===== src/rtl/button_pkg.sv =====
// Shared state encoding and default 5 kHz timing for the button conditioner.
package button_pkg;

  typedef enum logic [1:0] {
    IDLE         = 2'd0,
    PRESS_WAIT   = 2'd1,
    HELD         = 2'd2,
    RELEASE_WAIT = 2'd3
  } btn_state_e;

  // Defaults for a 5 kHz block clock
  localparam int unsigned CNT_W_DEF        = 16;
  localparam int unsigned DEBOUNCE_CYC_DEF = 100;   // 20 ms
  localparam int unsigned REPEAT_DELAY_DEF = 2500;  // 0.5 s
  localparam int unsigned REPEAT_RATE_DEF  = 500;   // 0.1 s

endpackage


===== src/rtl/sync_2ff.sv =====
// Two-flop synchroniser for asynchronous pad inputs.
module sync_2ff (
  input  logic clk,
  input  logic rst_n,
  input  logic d_i,
  output logic q_o
);

  logic s1_q;
  logic s2_q;

  // Shift the pad value through two flops to settle metastability
  always_ff @(posedge clk or negedge rst_n) begin
    if (!rst_n) begin
      s1_q <= 1'b0;
      s2_q <= 1'b0;
    end else begin
      s1_q <= d_i;
      s2_q <= s1_q;
    end
  end

  assign q_o = s2_q;

endmodule


===== src/rtl/button_conditioner.sv =====
// Push-button conditioner: synchronise, debounce, and emit press/release
// strobes plus optional auto-repeat presses while held.
module button_conditioner
  import button_pkg::*;
#(
  parameter int unsigned CNT_W        = CNT_W_DEF,
  parameter int unsigned DEBOUNCE_CYC = DEBOUNCE_CYC_DEF,
  parameter bit          REPEAT_EN    = 1'b0,
  parameter int unsigned REPEAT_DELAY = REPEAT_DELAY_DEF,
  parameter int unsigned REPEAT_RATE  = REPEAT_RATE_DEF
) (
  input  logic clk,
  input  logic reset,
  input  logic button_i,
  output logic level_o,
  output logic press_o,
  output logic release_o,
  output logic held_o
);

  localparam logic [CNT_W-1:0] DEB_LAST   = CNT_W'(DEBOUNCE_CYC - 1);
  localparam logic [CNT_W-1:0] DELAY_LAST = CNT_W'(REPEAT_DELAY - 1);
  localparam logic [CNT_W-1:0] RATE_LAST  = CNT_W'(REPEAT_RATE - 1);
  localparam logic [CNT_W-1:0] CNT_MAX    = {CNT_W{1'b1}};

  btn_state_e       state_q, state_d;
  logic [CNT_W-1:0] cnt_q, cnt_d;
  logic [CNT_W-1:0] rcnt_q, rcnt_d;
  logic             level_q, level_d;
  logic             press_q, press_d;
  logic             release_q, release_d;
  logic             held_q, held_d;
  logic             btn_s;

  sync_2ff u_sync (
    .clk   (clk),
    .rst_n (reset),
    .d_i   (button_i),
    .q_o   (btn_s)
  );

  // State, counters and registered outputs
  always_ff @(posedge clk or negedge reset) begin
    if (!reset) begin
      state_q   <= IDLE;
      cnt_q     <= '0;
      rcnt_q    <= '0;
      level_q   <= 1'b0;
      press_q   <= 1'b0;
      release_q <= 1'b0;
      held_q    <= 1'b0;
    end else begin
      state_q   <= state_d;
      cnt_q     <= cnt_d;
      rcnt_q    <= rcnt_d;
      level_q   <= level_d;
      press_q   <= press_d;
      release_q <= release_d;
      held_q    <= held_d;
    end
  end

  // Next-state, debounce counting and repeat scheduling
  always_comb begin
    state_d   = state_q;
    cnt_d     = cnt_q;
    rcnt_d    = rcnt_q;
    level_d   = level_q;
    held_d    = held_q;
    press_d   = 1'b0;
    release_d = 1'b0;
    case (state_q)
      IDLE: begin
        if (btn_s) begin
          state_d = PRESS_WAIT;
          cnt_d   = '0;
        end
      end
      PRESS_WAIT: begin
        if (!btn_s) begin
          state_d = IDLE;
          cnt_d   = '0;
        end else if (cnt_q == DEB_LAST) begin
          state_d = HELD;
          cnt_d   = '0;
          rcnt_d  = '0;
          level_d = 1'b1;
          press_d = 1'b1;
        end else if (cnt_q != CNT_MAX) begin
          cnt_d = cnt_q + CNT_W'(1);
        end
      end
      HELD: begin
        if (!btn_s) begin
          state_d = RELEASE_WAIT;
          cnt_d   = '0;
        end else if (REPEAT_EN) begin
          // held_q doubles as "first repeat already fired"
          if (rcnt_q == (held_q ? RATE_LAST : DELAY_LAST)) begin
            press_d = 1'b1;
            held_d  = 1'b1;
            rcnt_d  = '0;
          end else if (rcnt_q != CNT_MAX) begin
            rcnt_d = rcnt_q + CNT_W'(1);
          end
        end
      end
      RELEASE_WAIT: begin
        // A bounce back to high resumes HELD with the repeat timer frozen
        if (btn_s) begin
          state_d = HELD;
          cnt_d   = '0;
        end else if (cnt_q == DEB_LAST) begin
          state_d   = IDLE;
          cnt_d     = '0;
          level_d   = 1'b0;
          held_d    = 1'b0;
          release_d = 1'b1;
        end else if (cnt_q != CNT_MAX) begin
          cnt_d = cnt_q + CNT_W'(1);
        end
      end
      default: state_d = IDLE;
    endcase
  end

  assign level_o   = level_q;
  assign press_o   = press_q;
  assign release_o = release_q;
  assign held_o    = held_q;

endmodule


===== config.mk =====
export PLATFORM = sky130hd
export DESIGN_NAME = button_conditioner
export DESIGN_NICKNAME = d
export VERILOG_FILES = /design/src/rtl/button_pkg.sv /design/src/rtl/sync_2ff.sv /design/src/rtl/button_conditioner.sv
export SDC_FILE = /design/constraint.sdc
export NUM_CORES = 1
export LEC_CHECK = 0
export ABC_AREA = 0
export CAP_MARGIN = 40
export CORE_MARGIN = 1
export CORE_UTILIZATION = 58
export DETAILED_ROUTE_END_ITERATION = 8
export PLACE_DENSITY = 0.87
export SYNTH_ARGS = -nofsm -noshare
export SYNTH_HDL_FRONTEND = slang
export SYNTH_SLANG_ARGS = --single-unit
export TNS_END_PERCENT = 5

===== constraint.sdc =====
create_clock -name clk -period 2.4 [get_ports clk]
set_input_delay 0.24 -clock clk [delete_from_list [all_inputs] [get_ports clk]]
set_output_delay 0.24 -clock clk [all_outputs]
set_load 0.02 [all_outputs]

==> flow_summary.json, run 1 <==
{
  "status": "finished, final reports clean",
  "endpoint_kind": "flip-flop",
  "die-area_um2": 2530,
  "dp_hpwl_um": 1880,
  "post-cts-setup-buffer-count": 0,
  "drc": 0,
  "start_util_pct": 61.1,
  "tightestPinTransition_ns": 0.502,
  "powerDensity_nw_per_um2": 462,
  "grt_pass1_vias": 1015,
  "firstDrtPassIters": 4,
  "postCtsHoldBufs": 0,
  "cts-root-buf": "clkbuf_4",
  "arrival_ns": 2.18,
  "syn_inst": 136,
  "cts-resized-gates": 0,
  "fillerInstances": 185,
  "port_buffers": 5,
  "finalHoldViolations": 0,
  "rrSetupSlack_ns": 0.47,
  "synthTopCellsByArea": "dfrtp_1, a21oi_1, a21o_1, a31oi_1, nand2_1",
  "placement_rows": 17,
  "p_leak_nw": 0.574,
  "slew_headroom_pct": 66.4,
  "finalSetupViolCount": 0,
  "period_share_pct": 80.4,
  "avgSynthCellArea_um2": 9.95,
  "grt_overflow": 0,
  "max-cap-violations": 0,
  "path_class": "reg -> reg",
  "hold-worst-slack_ns": 0.258,
  "netlist_top_cells_count": "dfrtp_1, a21oi_1, nand2_1",
  "critPathLaunchType": "flip-flop",
  "worstReg2RegEnd": "cnt_q[7]",
  "synth_cell_types": 44,
  "swShare_pct": 25.1,
  "via_count": 1103,
  "p_sw_w": 0.000164,
  "layout.nets": 144,
  "wl_um": 2640,
  "fp.dieH_um": 50.3,
  "yosysTopAreaCell": "dfrtp_1",
  "synth-seq-cells": 23,
  "gp_congestion": 0.911,
  "drive_gt1_share_pct": 11.5,
  "finalSetupTns_ns": 0,
  "ios": 7,
  "pwr-share-comb_pct": 9.8,
  "grt_max_degree": 27,
  "vdd_drop_max_v": 0.000439,
  "first_iter_violations": 47,
  "period_needed_ns": 1.93,
  "track_usage_pct": 25.0,
  "seqPwrFrac_pct": 63.8,
  "crit_path_max_fanout": 6,
  "wl_per_cell_um": 15.8,
  "diodes": 0,
  "clock_skew_ns": 0.00302,
  "synthMostInstantiatedCell": "dfrtp_1",
  "ff2ff_path_depth": 6,
  "ant_nets": 0,
  "synth_edf_count": 0,
  "cts_tree": "yes",
  "max_freq_ghz": 0.518,
  "slew_viol_final": 0,
  "clk_path_buf_depth": 2,
  "area_delta_synth_final_pct": 4.72,
  "rsz0062_at_grt": "no",
  "syn_nets": 140,
  "fin_util_pct": 64.0,
  "via_per_inst": 6.60,
  "synth-main-ff-cell": "dfrtp_1",
  "cts.htree.levels": 1,
  "antenna_found_initial": 0,
  "reg2reg_from": "cnt_q[0]",
  "clk_pin_slew_ns": 0.12,
  "syn_area_um2": 1350,
  "core_area_um2": 2210,
  "grt_pass1_wl_um": 4620,
  "die_x_um": 50.3,
  "cts.sinks": 23,
  "synth-seq-area-share_pct": 42.6,
  "clk_latency_ns": 0.31,
  "holdCritPathClass": "in -> async",
  "synth_top_cell_area_share_pct": 42.6,
  "cp_data_required_time_ns": 2.65,
  "async_reset_ff_share_pct": 100,
  "power_frac_clock_pct": 26.5,
  "ys_warn_count": 0,
  "internal_power_w": 0.000490,
  "cts_buffers": 3
}
-- layout make-up --
| cell class | count | area [um2] | area share [%] |
|---|---|---|---|
| flip-flops and latches | 23 | 576 | 40.6 |
| multi-input cells | 102 | 706 | 49.8 |
| clock buffers | 3 | 22.5 | 1.59 |
| repair buffers | 6 | 57.6 | 4.06 |
| clock inverters | 1 | 5.00 | 0.353 |
| inverters | 4 | 15.0 | 1.06 |
| well taps | 28 | 35.0 | 2.47 |
-- logic make-up after synthesis --
logic type / Yosys count / synth area share (%)
compound gates: 45 / 22.6
simple gates: 54 / 27.8
buf+inv: 11 / 5.27
xor+xnor: 1 / 0.648
flops: 23 / 42.6
other cells: 1 / 0.277
fa+ha+maj: 1 / 0.925
-- registers in the layout, summed over array words and instances (netlist names), named ones only --
| signal | count |
|---|---|
| u_sync.q_o | 1 |
| level_o | 1 |
| state_q | 1 |
| u_sync.s1_q | 1 |
| cnt_q | 16 |
| release_o | 1 |
| press_o | 1 |
-- per-stage QoR --
stage | setup WS [ns] | area (um2) | power (W) | std cells
6_report | 0.470 | 1420 | 0.000654 | 167
2_1_floorplan | 0.634 | 1350 | 0.000472 | 136
3_3_place_gp | 0.568 | 1390 | 0.000485 | 163
4_1_cts | 0.464 | 1420 | 0.000663 | 167
3_5_place_dp | 0.494 | 1390 | 0.000489 | 163
5_1_grt | 0.347 | 1420 | 0.000693 | 167
-- power by group through the flow --
stage,combinational (W),sequential (W),clock (W)
2_1_floorplan,0.0000504,0.000422,0
5_1_grt,0.0000753,0.000420,0.000198
3_5_place_dp,0.0000647,0.000424,0
6_report,0.0000639,0.000417,0.000173
4_1_cts,0.0000652,0.000417,0.000181
3_3_place_gp,0.0000615,0.000423,0
-- placed cells by master (no fill, tap or decap), drive strengths merged, types with 2 or more instances in the layout --
cell and n:
and3 2, o21ai 7, nand4 7, and2 2
inv 4, o211ai 2, a31oi 6, nor3 7
clkdlybuf4s50 5, a22o 4, dfrtp 23, nor4 6
a21oi 10, nor2 7, nand3 6, nand2 11
a21o 5, o31ai 4, clkbuf 3
-- per-layer routing --
metal / up-vias / part of all wire (%) / global-route usage [%]
met4: 0 / 3.0 / 17.6
li1: 535 / - / -
met2: 34 / 48 / 39.3
met5: - / 0 / 0
met3: 6 / 5.0 / 4.24
met1: 528 / 44 / 30.9
-- worst max-delay path by stage --
| stage | startpoint | slack, ns | cells after the start | end |
|---|---|---|---|---|
| 5_1_grt | cnt_q[0] | 0.35 | 6 | cnt_q[7] |
| 2_1_floorplan | cnt_q[0] | 0.63 | 6 | cnt_q[7] |
| 3_5_place_dp | cnt_q[0] | 0.49 | 6 | cnt_q[7] |
| 6_report | cnt_q[0] | 0.47 | 6 | cnt_q[7] |
| 4_1_cts | cnt_q[0] | 0.46 | 6 | cnt_q[7] |
| 3_3_place_gp | cnt_q[0] | 0.57 | 6 | cnt_q[7] |
-- critical path, cell delays in order (launching register included) --
cell,delay [ns]
dfrtp_1,0.43
ha_1,0.26
and4bb_4,0.24
nand4_4,0.12
nand3_1,0.19
or4_1,0.54
nand3_1,0.09
No activity file was read; power rests on OpenSTA's default activity.
==> run 2: changes to the inputs <==
==> constraint.sdc (replaced) <==
create_clock -name clk -period 1.9 [get_ports clk]
set_input_delay 0.19 -clock clk [delete_from_list [all_inputs] [get_ports clk]]
set_output_delay 0.19 -clock clk [all_outputs]
set_load 0.02 [all_outputs]
==> run 2 against run 1 <==
Effect of this change: total power increased by 33%; sequential power increased by 28%; critical path depth unchanged; final area increased by 5.7%; combinational power increased by 52%; wire length increased by 12%; first-iteration DRC count increased by 34%; largest cell class unchanged; largest power group unchanged.
==> flow_summary.json, run 2 (synthesis gave the netlist of run 1 again) <==
{
  "final_common_cell": "dfrtp_1",
  "grt_pass1_vias": 1071,
  "startpoint": "cnt_q[0]",
  "vdd_drop_max_v": 0.000547,
  "max_freq_ghz": 0.542,
  "cts_tree": "yes",
  "slew_viol_final": 0,
  "start_util_pct": 61.1,
  "cts.htree.levels": 1,
  "drc": 0,
  "powerDensity_nw_per_um2": 580,
  "cts-root-buf": "clkbuf_4",
  "largest_register_ffs": 16,
  "core_area_um2": 2210,
  "finalHoldViolations": 0,
  "grt_overflow": 0,
  "die-area_um2": 2530,
  "finalWorstSetupSlack_ns": 0.0554,
  "port_buffers": 5,
  "arrival_ns": 2.06,
  "postCtsHoldBufs": 0,
  "stdcell_count": 175,
  "path_class": "reg -> reg",
  "die_x_um": 50.3,
  "p_leak_nw": 0.605,
  "reg2reg_from": "cnt_q[0]",
  "grt_pass1_wl_um": 5070,
  "track_usage_pct": 27.0,
  "ant_nets": 0,
  "max-cap-violations": 0,
  "via_count": 1177,
  "firstDrtPassIters": 4,
  "endpoint_kind": "flip-flop",
  "fp.dieH_um": 50.3,
  "cts.sinks": 23,
  "critPathLaunchType": "flip-flop",
  "holdCritPathClass": "in -> async",
  "finalSetupViolCount": 0,
  "layout.nets": 152,
  "drive_gt1_share_pct": 19.0,
  "dp_slack_ns": 0.0283,
  "wl_um": 2970,
  "cp_data_required_time_ns": 2.12,
  "clk_latency_ns": 0.31,
  "rsz0062_at_grt": "yes",
  "area_delta_synth_final_pct": 10.6,
  "via_per_inst": 6.73,
  "crit_path_max_fanout": 26,
  "placement_rows": 17,
  "final_cell_mix": "dfrtp_1, nand2_1, a21oi_1",
  "dp_hpwl_um": 2080,
  "clock_skew_ns": 0.00994,
  "finalSetupTns_ns": 0,
  "fillerInstances": 170,
  "wl_per_cell_um": 17.0,
  "period_share_pct": 97.1,
  "period_needed_ns": 1.84,
  "antenna_found_initial": 0,
  "cts_buffers": 3,
  "post-place-cells": 171,
  "first_iter_violations": 63,
  "post-cts-setup-buffer-count": 0,
  "top_register": "cnt_q",
  "status": "finished, final reports clean",
  "gp_congestion": 0.907,
  "clk_pin_slew_ns": 0.14,
  "ios": 7,
  "grt_max_degree": 27,
  "clk_path_buf_depth": 2,
  "diodes": 0,
  "cts-resized-gates": 0
}
run 2: cell types whose count changed in the layout (fill, tap and decap cells not counted), sizes merged:
cell | previous run | this run
clkinvlp | 0 | 1
clkinv | 1 | 0
buf | 1 | 9
run 2: worst max-delay path, cell delays in order (launching register included):
cell	delay [ns]
dfrtp_1	0.45
ha_4	0.18
and4bb_4	0.27
nand4_4	0.13
and3_4	0.30
a21o_1	0.19
a22o_1	0.23
run 2: per-layer routing:
metal	up-vias	GRT usage, %	share of wire [%]
li1	550	-	-
met1	565	35.4	43
met2	52	44.7	51
met3	10	4.24	4.4
met4	0	10.6	2.1
met5	-	0	0
run 2: path summary, 6_finish.rpt:
kind,depth (start not counted),slack (ns),endpoint
worst max-delay path,6,0.06,cnt_q[14]
worst min-delay path,2,0.22,cnt_q[15]
worst min register to register,0,0.37,u_sync.q_o
min in group clk,1,0.31,u_sync.s1_q
worst max register to register,6,0.06,cnt_q[14]
max in group asynchronous,2,1.43,cnt_q[7]
run 2: area by class of cell:
type,count,area [um2],share of cell area (%)
Multi-Input combinational cell,102,721,48.2
Clock inverter,1,7.51,0.502
Sequential cell,23,578,38.6
Timing Repair Buffer,14,118,7.86
Inverter,4,15.0,1.00
Clock buffer,3,22.5,1.51
Tap cell,28,35.0,2.34
run 2: metrics by stage:
| stage | total power (W) | hold slack (ns) | area, um2 | utilization [%] |
|---|---|---|---|---|
| CTS | 0.000855 | 0.232 | 1480 | 66.9 |
| floorplan | 0.000597 | -0.106 | 1350 | - |
| finish | 0.000867 | 0.223 | 1500 | 67.6 |
| global route | 0.000904 | 0.261 | 1500 | 67.6 |
| detailed placement | 0.000624 | 0.343 | 1450 | 65.5 |
| global placement | 0.000617 | 0.338 | 1450 | 65.5 |
run 2: power by group:
group	switching, W	internal (W)
clock network	0.000155	0.0000802
registers	0.0000270	0.000508
logic	0.0000531	0.0000440
